## config.mk

```make
export PLATFORM = sky130hd
export DESIGN_NAME = mult_div_unit
export DESIGN_NICKNAME = d
export VERILOG_FILES = /design/src/rtl/mult_div_unit.sv
export SDC_FILE = /design/constraint.sdc
export NUM_CORES = 1
export LEC_CHECK = 0
export ABC_AREA = 0
export BUFFER_PORTS_ARGS = -buffer_cell sky130_fd_sc_hd__buf_2
export CORE_AREA = 2 2 185 187
export DETAILED_ROUTE_END_ITERATION = 16
export DIE_AREA = 0 0 187 189
export PLACE_DENSITY = 0.94
export SYNTH_ARGS = -nofsm -noshare
export SYNTH_HDL_FRONTEND = slang
export SYNTH_SLANG_ARGS = --single-unit
```

## constraint.sdc

```tcl
create_clock -name clock -period 18.55 [get_ports clock]
set_input_delay 0.9275 -clock clock [delete_from_list [all_inputs] [get_ports clock]]
set_output_delay 0.9275 -clock clock [all_outputs]
set_load 0.005 [all_outputs]
```

## src/rtl/mult_div_unit.sv

```systemverilog
// mult_div_unit: iterative signed 32-bit multiply/divide (shift-add / restoring), 32 cycles per op
// Ports:
//   clock, reset            rising-edge clock, synchronous active-high reset
//   ctrl_mult, ctrl_div     start pulses, accepted only in IDLE or DONE (multiply wins)
//   operand_a, operand_b    signed operands, latched at the accepting edge
//   result, exception       registered product low word / quotient and error flag
//   result_ready            one-cycle completion strobe (state DONE)
//   busy                    high while iterating (pipeline stall)
module mult_div_unit (
    input  logic        clock,
    input  logic        reset,
    input  logic        ctrl_mult,
    input  logic        ctrl_div,
    input  logic [31:0] operand_a,
    input  logic [31:0] operand_b,
    output logic [31:0] result,
    output logic        exception,
    output logic        result_ready,
    output logic        busy
);
    typedef enum logic [1:0] {IDLE, MULT, DIV, DONE} state_t;
    state_t state, state_next;
    logic [5:0] cnt;
    logic neg, ovf, dz_pend;
    logic [63:0] acc, mcand;
    logic [31:0] mplier, rem, quo, dvsr;
    logic [31:0] mag_a, mag_b, rem_next, quo_next;
    logic [63:0] prod_step, prod_signed;
    logic [32:0] rem_sh, diff;
    logic go, dz, last;
    assign mag_a = operand_a[31] ? -operand_a : operand_a;
    assign mag_b = operand_b[31] ? -operand_b : operand_b;
    // A divide-by-zero start spends one idle cycle (dz_pend) so DONE lands one edge after acceptance.
    assign go = (state == IDLE || state == DONE) && !dz_pend && (ctrl_mult || ctrl_div);
    assign dz = go && !ctrl_mult && operand_b == 32'd0;
    assign last = cnt == 6'd31;
    assign prod_step = acc + (mplier[0] ? mcand : 64'd0);
    assign prod_signed = neg ? -prod_step : prod_step;
    assign rem_sh = {rem, quo[31]};
    assign diff = rem_sh - {1'b0, dvsr};
    assign rem_next = diff[32] ? rem_sh[31:0] : diff[31:0];
    assign quo_next = {quo[30:0], ~diff[32]};
    assign result_ready = state == DONE;
    assign busy = state == MULT || state == DIV;
    always_comb begin
        state_next = state;
        if (go)
            state_next = ctrl_mult ? MULT : (dz ? IDLE : DIV);
        else if (dz_pend || (busy && last))
            state_next = DONE;
        else if (state == DONE)
            state_next = IDLE;
    end
    always_ff @(posedge clock) begin
        if (reset) begin
            state <= IDLE;
            cnt <= 6'd0;
            neg <= 1'b0;
            ovf <= 1'b0;
            dz_pend <= 1'b0;
            acc <= 64'd0;
            mcand <= 64'd0;
            mplier <= 32'd0;
            rem <= 32'd0;
            quo <= 32'd0;
            dvsr <= 32'd0;
            result <= 32'd0;
            exception <= 1'b0;
        end else begin
            state <= state_next;
            dz_pend <= dz;
            if (go) begin
                cnt <= 6'd0;
                neg <= operand_a[31] ^ operand_b[31];
                ovf <= operand_a == 32'h8000_0000 && operand_b == 32'hFFFF_FFFF;
                acc <= 64'd0;
                mcand <= {32'd0, mag_a};
                mplier <= mag_b;
                rem <= 32'd0;
                quo <= mag_a;
                dvsr <= mag_b;
            end else if (dz_pend) begin
                result <= 32'd0;
                exception <= 1'b1;
            end else if (state == MULT) begin
                cnt <= cnt + 6'd1;
                acc <= prod_step;
                mcand <= mcand << 1;
                mplier <= mplier >> 1;
                if (last) begin
                    result <= prod_signed[31:0];
                    exception <= ~(&prod_signed[63:31] | ~|prod_signed[63:31]);
                end
            end else if (state == DIV) begin
                cnt <= cnt + 6'd1;
                rem <= rem_next;
                quo <= quo_next;
                if (last) begin
                    result <= neg ? -quo_next : quo_next;
                    exception <= ovf;
                end
            end
        end
    end
endmodule

```

==> metrics.cfg, run 1 <==
[power_and_ir_drop]
p_clk_frac = 0.354
p_sw_mw = 0.753
power_density_nw_per_um2 = 88.6
power.internal_mw = 1.40
ir_drop_uv = 101
p_leak_nw = 9.97
switching_share = 0.350
combinationalPowerShare = 0.296
share_seq_of_total_power = 0.350

[timing]
max_slew_margin = 0.156
whs_ps = 462
setup_violations = 0
hold_viol_final = 0
rsz0062_at_grt = no
tightestPinTransition_ps = 1260
finalCritPeriodShare = 0.375
fin_crit_ps = 6960
skew_ps = 29.7
setup_tns_ps = 0
max_freq_mhz = 144
maxSlewViolCount = 0

[synthesis]
yosys.area.top_type_share = 0.267
syn_nets = 3100
synth_flop_cell = dfxtp_1
synth.distinct_cells = 105
synthArstFlopShare = 0
synth_edf_count = 0
ys_seq_area_frac = 0.267
synth_area_um2 = 22500
avgSynthCellArea_um2 = 7.68
synth_top_cell_by_area = dfxtp_1
ys_seq_elements = 300
synthTopCellsByArea = dfxtp_1, a21oi_1, ha_1
postSynthCellCount = 2926
yosys_warnings = 0

[clocking]
clk_pin_slew_ps = 60
worst_skew_pair.late_latency_ps = 560
root_buffer = clkbuf_16
cts_sinks = 300
cts_tree = built
cts_setup_buffers = 0
cts_made_buffers = 35
clock_path_buffers = 3
cts_max_level = 2
post_cts_resized = 0
hold_buffers = 0

[die]
core_um2 = 33300
start_util = 0.675
pin_count = 103
die-width_um = 187
num_rows = 67
die_area_um2 = 35300
die_y_um = 189

[drt]
drtIter0Drc = 2621
drtAntennaViolNets = 0
firstDrtPassIters = 7
via_per_inst = 6.83
routed_wl_um = 69200
drc = 0
wl_per_cell_um = 20.5
via_count = 23000

[worst_hold_path]
whs_endpoint = acc[21]$_SDFFE_PP0P_
hold_depth = 2
min_path_type = reg2reg
hold_start = acc[21]$_SDFFE_PP0P_

[global_route]
grt_pass1_wl_um = 110000
met2_usage = 0.609
top_usage_layer = met2
grt_pass1_vias = 21700
grt_remaining_overflow = 0
grt_max_degree = 94
use_met3 = 0.0710
gr-usage-met1 = 0.487
antenna_found_initial = 0
grt_usage = 0.378

[worst_setup_path]
path_buf_inv = 3
path_class = reg2reg
worstPathRequired_ps = 18980
startpoint_type = flop
crit_fanout = 5
rr_worst_depth = 28
cp_top_family = simple AND/OR/NAND/NOR gates
endpoint_kind = flop
r2r_setup_slack_ps = 11590
worstReg2RegStart = quo[31]$_SDFFE_PP0P_
max_stage_delay_ps = 450
arrival_ps = 7380
reg2reg_to = result[28]$_SDFFE_PP0P_
slowest_stage = or3_1
cp.depth = 28

[layout]
stdcell_area_um2 = 24300
num_antenna_cells = 0
final_net_count = 3076
fillers = 2505
area_growth_pct = 8.10
drive_gt1_frac = 0.0899

[run_status]
status = finished, final reports clean

[placed_design]
placed_area_um2 = 23000
gp_congestion = 0.981
io_buffer_count = 102
dpl.hpwl_um = 49300

[job]
max_cap_viol_count = 0

-- layer usage --
metal  routed length (um)  vias to the layer above
met1                27600                    10800
met5                    0                        -
met3                 7470                      260
li1                     -                    10600
met4                 3100                        0
met2                31000                     1363
-- worst register-to-register path: cells and delay by family (launching register included) --
family	cells	cell delay [ps]
xor gates and xnor gates	2	400
buffers and inverters	3	240
AOI/OAI and AO/OA	9	2410
DFF	1	350
and+or+nand+nor	11	2590
adders and majority gates	3	820
-- synth_stat cells (28+ instances only) --
| master | n |
|---|---|
| xnor2_1 | 77 |
| nor3_1 | 85 |
| nor4_1 | 28 |
| nand2_1 | 323 |
| or3_1 | 39 |
| xor2_1 | 109 |
| clkbuf_1 | 148 |
| nor2_1 | 228 |
| inv_1 | 79 |
| dfxtp_1 | 300 |
| o21ai_0 | 118 |
| nand4_1 | 35 |
| and2_1 | 86 |
| nand3_1 | 61 |
| o31ai_1 | 36 |
| a211oi_1 | 54 |
| ha_1 | 104 |
| a21o_1 | 41 |
| and3_1 | 32 |
| a21boi_0 | 117 |
| mux2i_1 | 95 |
| a21oi_1 | 290 |
-- through the flow --
step | utilization | power (mW) | worst slack (ps) | cells
after detailed placement | 0.692 | 1.37 | 11790 | 3313
after floorplan | - | 1.22 | 12020 | 2926
after CTS | 0.730 | 2.13 | 11760 | 3375
final | 0.730 | 2.15 | 11590 | 3375
after global routing | 0.730 | 2.24 | 11020 | 3375
after global placement | 0.692 | 1.35 | 12030 | 3313
-- final cells by class --
cell class                      count  area, um^2  share of cell area
Multi-Input combinational cell   2364       15500               0.638
Sequential cell                   300        6010               0.247
Clock buffer                       49        1030              0.0423
Timing Repair Buffer              122         663              0.0273
Tap cell                          448         561              0.0231
Inverter                           79         297              0.0122
Clock inverter                     13         241             0.00994
-- power by group through the flow --
stage | registers [mW] | clock network, mW | logic [mW]
2_1_floorplan | 0.739 | 0 | 0.479
3_3_place_gp | 0.759 | 0 | 0.595
3_5_place_dp | 0.762 | 0 | 0.613
4_1_cts | 0.749 | 0.764 | 0.619
5_1_grt | 0.756 | 0.789 | 0.690
6_report | 0.753 | 0.762 | 0.637
-- sequential cells by signal, summed over array words and instances (netlist names) --
| signal | cells |
|---|---|
| quo | 32 |
| dz_pend | 1 |
| rem | 32 |
| dvsr | 32 |
| result | 32 |
| exception | 1 |
| cnt | 6 |
| state | 2 |
| neg | 1 |
| mplier | 32 |
| mcand | 64 |
| acc | 64 |
| ovf | 1 |
-- worst max path at each step --
stage	to	startpoint	slack, ps
after global routing	result[28]$_SDFFE_PP0P_	quo[31]$_SDFFE_PP0P_	11020
final	result[28]$_SDFFE_PP0P_	quo[31]$_SDFFE_PP0P_	11590
after CTS	result[28]$_SDFFE_PP0P_	quo[31]$_SDFFE_PP0P_	11760
after global placement	result[28]$_SDFFE_PP0P_	quo[31]$_SDFFE_PP0P_	12030
after detailed placement	result[28]$_SDFFE_PP0P_	quo[31]$_SDFFE_PP0P_	11790
after floorplan	result[28]$_SDFFE_PP0P_	quo[31]$_SDFFE_PP0P_	12020
-- cells in the final DEF, fill, tap and decap left out, types with 95 or more instances in the layout --
cell type,synthesis,layout
a21oi_1,290,290
mux2i_1,95,95
ha_1,104,103
buf_2,7,101
nand2_1,323,322
nor2_1,228,226
o21ai_0,118,118
a21boi_0,117,117
dfxtp_1,300,299
xor2_1,109,109
-- cells by family after synthesis --
| family | count (synthesis) | share of synthesized area |
|---|---|---|
| flops | 300 | 0.267 |
| compound gates | 924 | 0.277 |
| mux | 98 | 0.0443 |
| simple gates | 1048 | 0.232 |
| xor+xnor | 188 | 0.0740 |
| fa+ha+maj | 106 | 0.0597 |
| buf+inv | 262 | 0.0455 |
Note: power is estimated with default switching activity, not from simulation.
==> inputs of run 2 (changes only) <==
--- a/config.mk
+++ b/config.mk
@@ -7,10 +7,10 @@
 export LEC_CHECK = 0
 export ABC_AREA = 0
 export BUFFER_PORTS_ARGS = -buffer_cell sky130_fd_sc_hd__buf_2
-export CORE_AREA = 2 2 185 187
+export CORE_AREA = 2 2 192 194
 export DETAILED_ROUTE_END_ITERATION = 16
-export DIE_AREA = 0 0 187 189
-export PLACE_DENSITY = 0.94
+export DIE_AREA = 0 0 194 196
+export PLACE_DENSITY = 0.89
 export SYNTH_ARGS = -nofsm -noshare
 export SYNTH_HDL_FRONTEND = slang
 export SYNTH_SLANG_ARGS = --single-unit
==> constraint.sdc (replaced) <==
create_clock -name clock -period 7.1 [get_ports clock]
set_input_delay 0.355 -clock clock [delete_from_list [all_inputs] [get_ports clock]]
set_output_delay 0.355 -clock clock [all_outputs]
set_load 0.005 [all_outputs]
==> run 2 against run 1 <==
  * Cell count rose by 0.89%
  * Final area rose by 0.44%
  * Via count fell by 2.4%
  * Sequential power rose to 2.6 times the previous value
  * Global-route usage fell by 2.8 points
  * Sequential share of layout area fell by 0.11 points
  * Non-clock buffer count rose by 10
  * Fmax rose by 6.1%
  * Wire length fell by 0.51%
  * Count of clock-buffer cells in the layout fell by 4
  * Register-to-register slack got worse by 11000 ps
  * First-iteration DRC count fell by 4.7%
  * Critical path type unchanged
==> metrics.cfg, run 2 (synthesis gave the netlist of run 1 again) <==
[die]
die_area_um2 = 38000  ; was 35,300 um^2
start_util = 0.623  ; was 0.675
die-width_um = 194  ; was 187 um
die_y_um = 196  ; was 189 um
num_rows = 70  ; was 67
core_um2 = 36100  ; was 33,300 um^2
pin_count = 103  ; unchanged

[placed_design]
io_buffer_count = 102  ; unchanged
placed_area_um2 = 23100  ; was 23,000 um^2
dpl.hpwl_um = 49800  ; was 49,300 um
gp_congestion = 0.980  ; was 0.981

[worst_setup_path]
arrival_ps = 6970  ; was 7380 ps
worstPathRequired_ps = 7510  ; was 18,980 ps
crit_fanout = 26  ; was 5
path_class = reg2reg  ; unchanged
endpoint_kind = flop  ; unchanged
startpoint_type = flop  ; unchanged

[global_route]
grt_max_degree = 135  ; was 94
grt_pass1_wl_um = 110000  ; about the same
grt_remaining_overflow = 0  ; unchanged
antenna_found_initial = 3  ; was 0
grt_pass1_vias = 21400  ; was 21,700
grt_usage = 0.349  ; was 0.378

[clocking]
clock_path_buffers = 3  ; unchanged
cts_made_buffers = 35  ; unchanged
cts_sinks = 300  ; unchanged
clk_pin_slew_ps = 60  ; about the same
cts_setup_buffers = 0  ; unchanged
cts_max_level = 2  ; unchanged
cts_tree = built  ; unchanged
root_buffer = clkbuf_16  ; unchanged
worst_skew_pair.late_latency_ps = 560  ; about the same

[layout]
area_growth_pct = 8.57  ; was 8.10%
stdcell_area_um2 = 24400  ; was 24,300 um^2
drive_gt1_frac = 0.0923  ; was 0.0899
most-common-layout-cells = nand2_1, dfxtp_1, a21oi_1  ; unchanged
layout_commonest_cell = nand2_1  ; unchanged
final_net_count = 3086  ; was 3,076
largestRegisters = acc x64, mcand x64  ; unchanged

[timing]
hold_viol_final = 0  ; unchanged
max_freq_mhz = 153  ; was 144 MHz
rsz0062_at_grt = no  ; unchanged
finalCritPeriodShare = 0.923  ; was 0.375
max_slew_margin = 0.187  ; was 0.156
fin_crit_ps = 6560  ; was 6960 ps
setup_tns_ps = 0  ; unchanged
maxSlewViolCount = 0  ; unchanged
skew_ps = 17.6  ; was 29.7 ps
setup_violations = 0  ; unchanged
tightestPinTransition_ps = 1220  ; was 1260 ps

[power_and_ir_drop]
p_leak_nw = 10.0  ; was 9.97 nW
power_density_nw_per_um2 = 232  ; was 88.6 nW/um^2
total_power_mw = 5.65  ; was 2.15 mW
ir_drop_uv = 208  ; was 101 uV

[drt]
drc = 0  ; unchanged
via_per_inst = 6.60  ; was 6.83
drtIter0Drc = 2498  ; was 2,621
drtAntennaViolNets = 0  ; unchanged
wl_per_cell_um = 20.2  ; was 20.5 um
firstDrtPassIters = 6  ; was 7
routed_wl_um = 68900  ; was 69,200 um
via_count = 22500  ; was 23,000

[job]
max_cap_viol_count = 0  ; unchanged

[worst_hold_path]
min_path_type = in2reg  ; was reg2reg

[run_status]
status = finished, final reports clean  ; unchanged

==> run 2: changes by cell type in the layout (fill, tap and decap cells not counted), sizes merged <==
| cell | delta |
|---|---|
| clkbuf | -4 |
| bufinv | +1 |
| diode | +1 |
| dlygate4sd3 | +1 |
| buf | +9 |
| clkinvlp | +4 |
| clkinv | -2 |
==> run 2: final timing paths <==
check	slack [ps]	start	endpoint	depth (start not counted)
worst max-delay path	540	mplier[0]$_SDFFE_PP0P_	exception$_SDFFE_PP0P_	19
worst max register to register	540	mplier[0]$_SDFFE_PP0P_	exception$_SDFFE_PP0P_	19
worst min-delay path	180	operand_a[0]	mcand[0]$_SDFFE_PP0P_	3
worst min register to register	460	acc[16]$_SDFFE_PP0P_	acc[16]$_SDFFE_PP0P_	2
==> run 2: area by class of cell <==
cell class	instances	area, um^2
antenna	1	2.50
clock buffer	45	963
clock inverter	16	292
fill	2942	11700
inverter	79	297
multi-input combinational	2364	15500
sequential	300	6010
tap	468	586
timing repair buffer	132	751
==> run 2: stage by stage <==
step | cells | utilization | hold WS (ps) | setup slack [ps]
6_report | 3405 | 0.676 | 180 | 544
3_3_place_gp | 3342 | 0.641 | 443 | 836
3_5_place_dp | 3342 | 0.641 | 456 | 636
2_1_floorplan | 2926 | - | 432 | 574
5_1_grt | 3405 | 0.676 | 194 | 39.6
4_1_cts | 3404 | 0.676 | 158 | 601
==> run 2: what timing repair did <==
action,in CTS,in global routing
gates resized for setup,0,1
endpoints found under the hold margin,1,0
hold buffers,1,0
setup endpoints to repair,0,2
==> run 2: metal layers <==
layer | part of all wire | global-route usage | wire length [um]
met5 | 0.00019 | 0 | 13
met1 | 0.42 | 0.454 | 28700
met2 | 0.45 | 0.568 | 31200
met4 | 0.038 | 0.140 | 2620
met3 | 0.093 | 0.0739 | 6390
==> run 2: power breakdown <==
group          total (mW)  internal (mW)  switching, mW
combinational        1.69          0.607           1.08
clock                1.99           1.22          0.774
sequential           1.97           1.83          0.145
==> run 2: critical path: stages, from the launching register on <==
cell and delay, ps:
dfxtp_1 550, buf_4 340, and2_1 180, ha_1 310
a21oi_1 330, o21ai_1 210, a2111oi_4 380, o211ai_2 250
a221oi_2 510, o2111ai_1 430, nor3_1 480, nand4_1 230
nor4_1 600, and4_1 290, a311oi_1 110, or4b_1 540
nor4_1 200, and4_1 210, and4_1 190, nor4_1 50
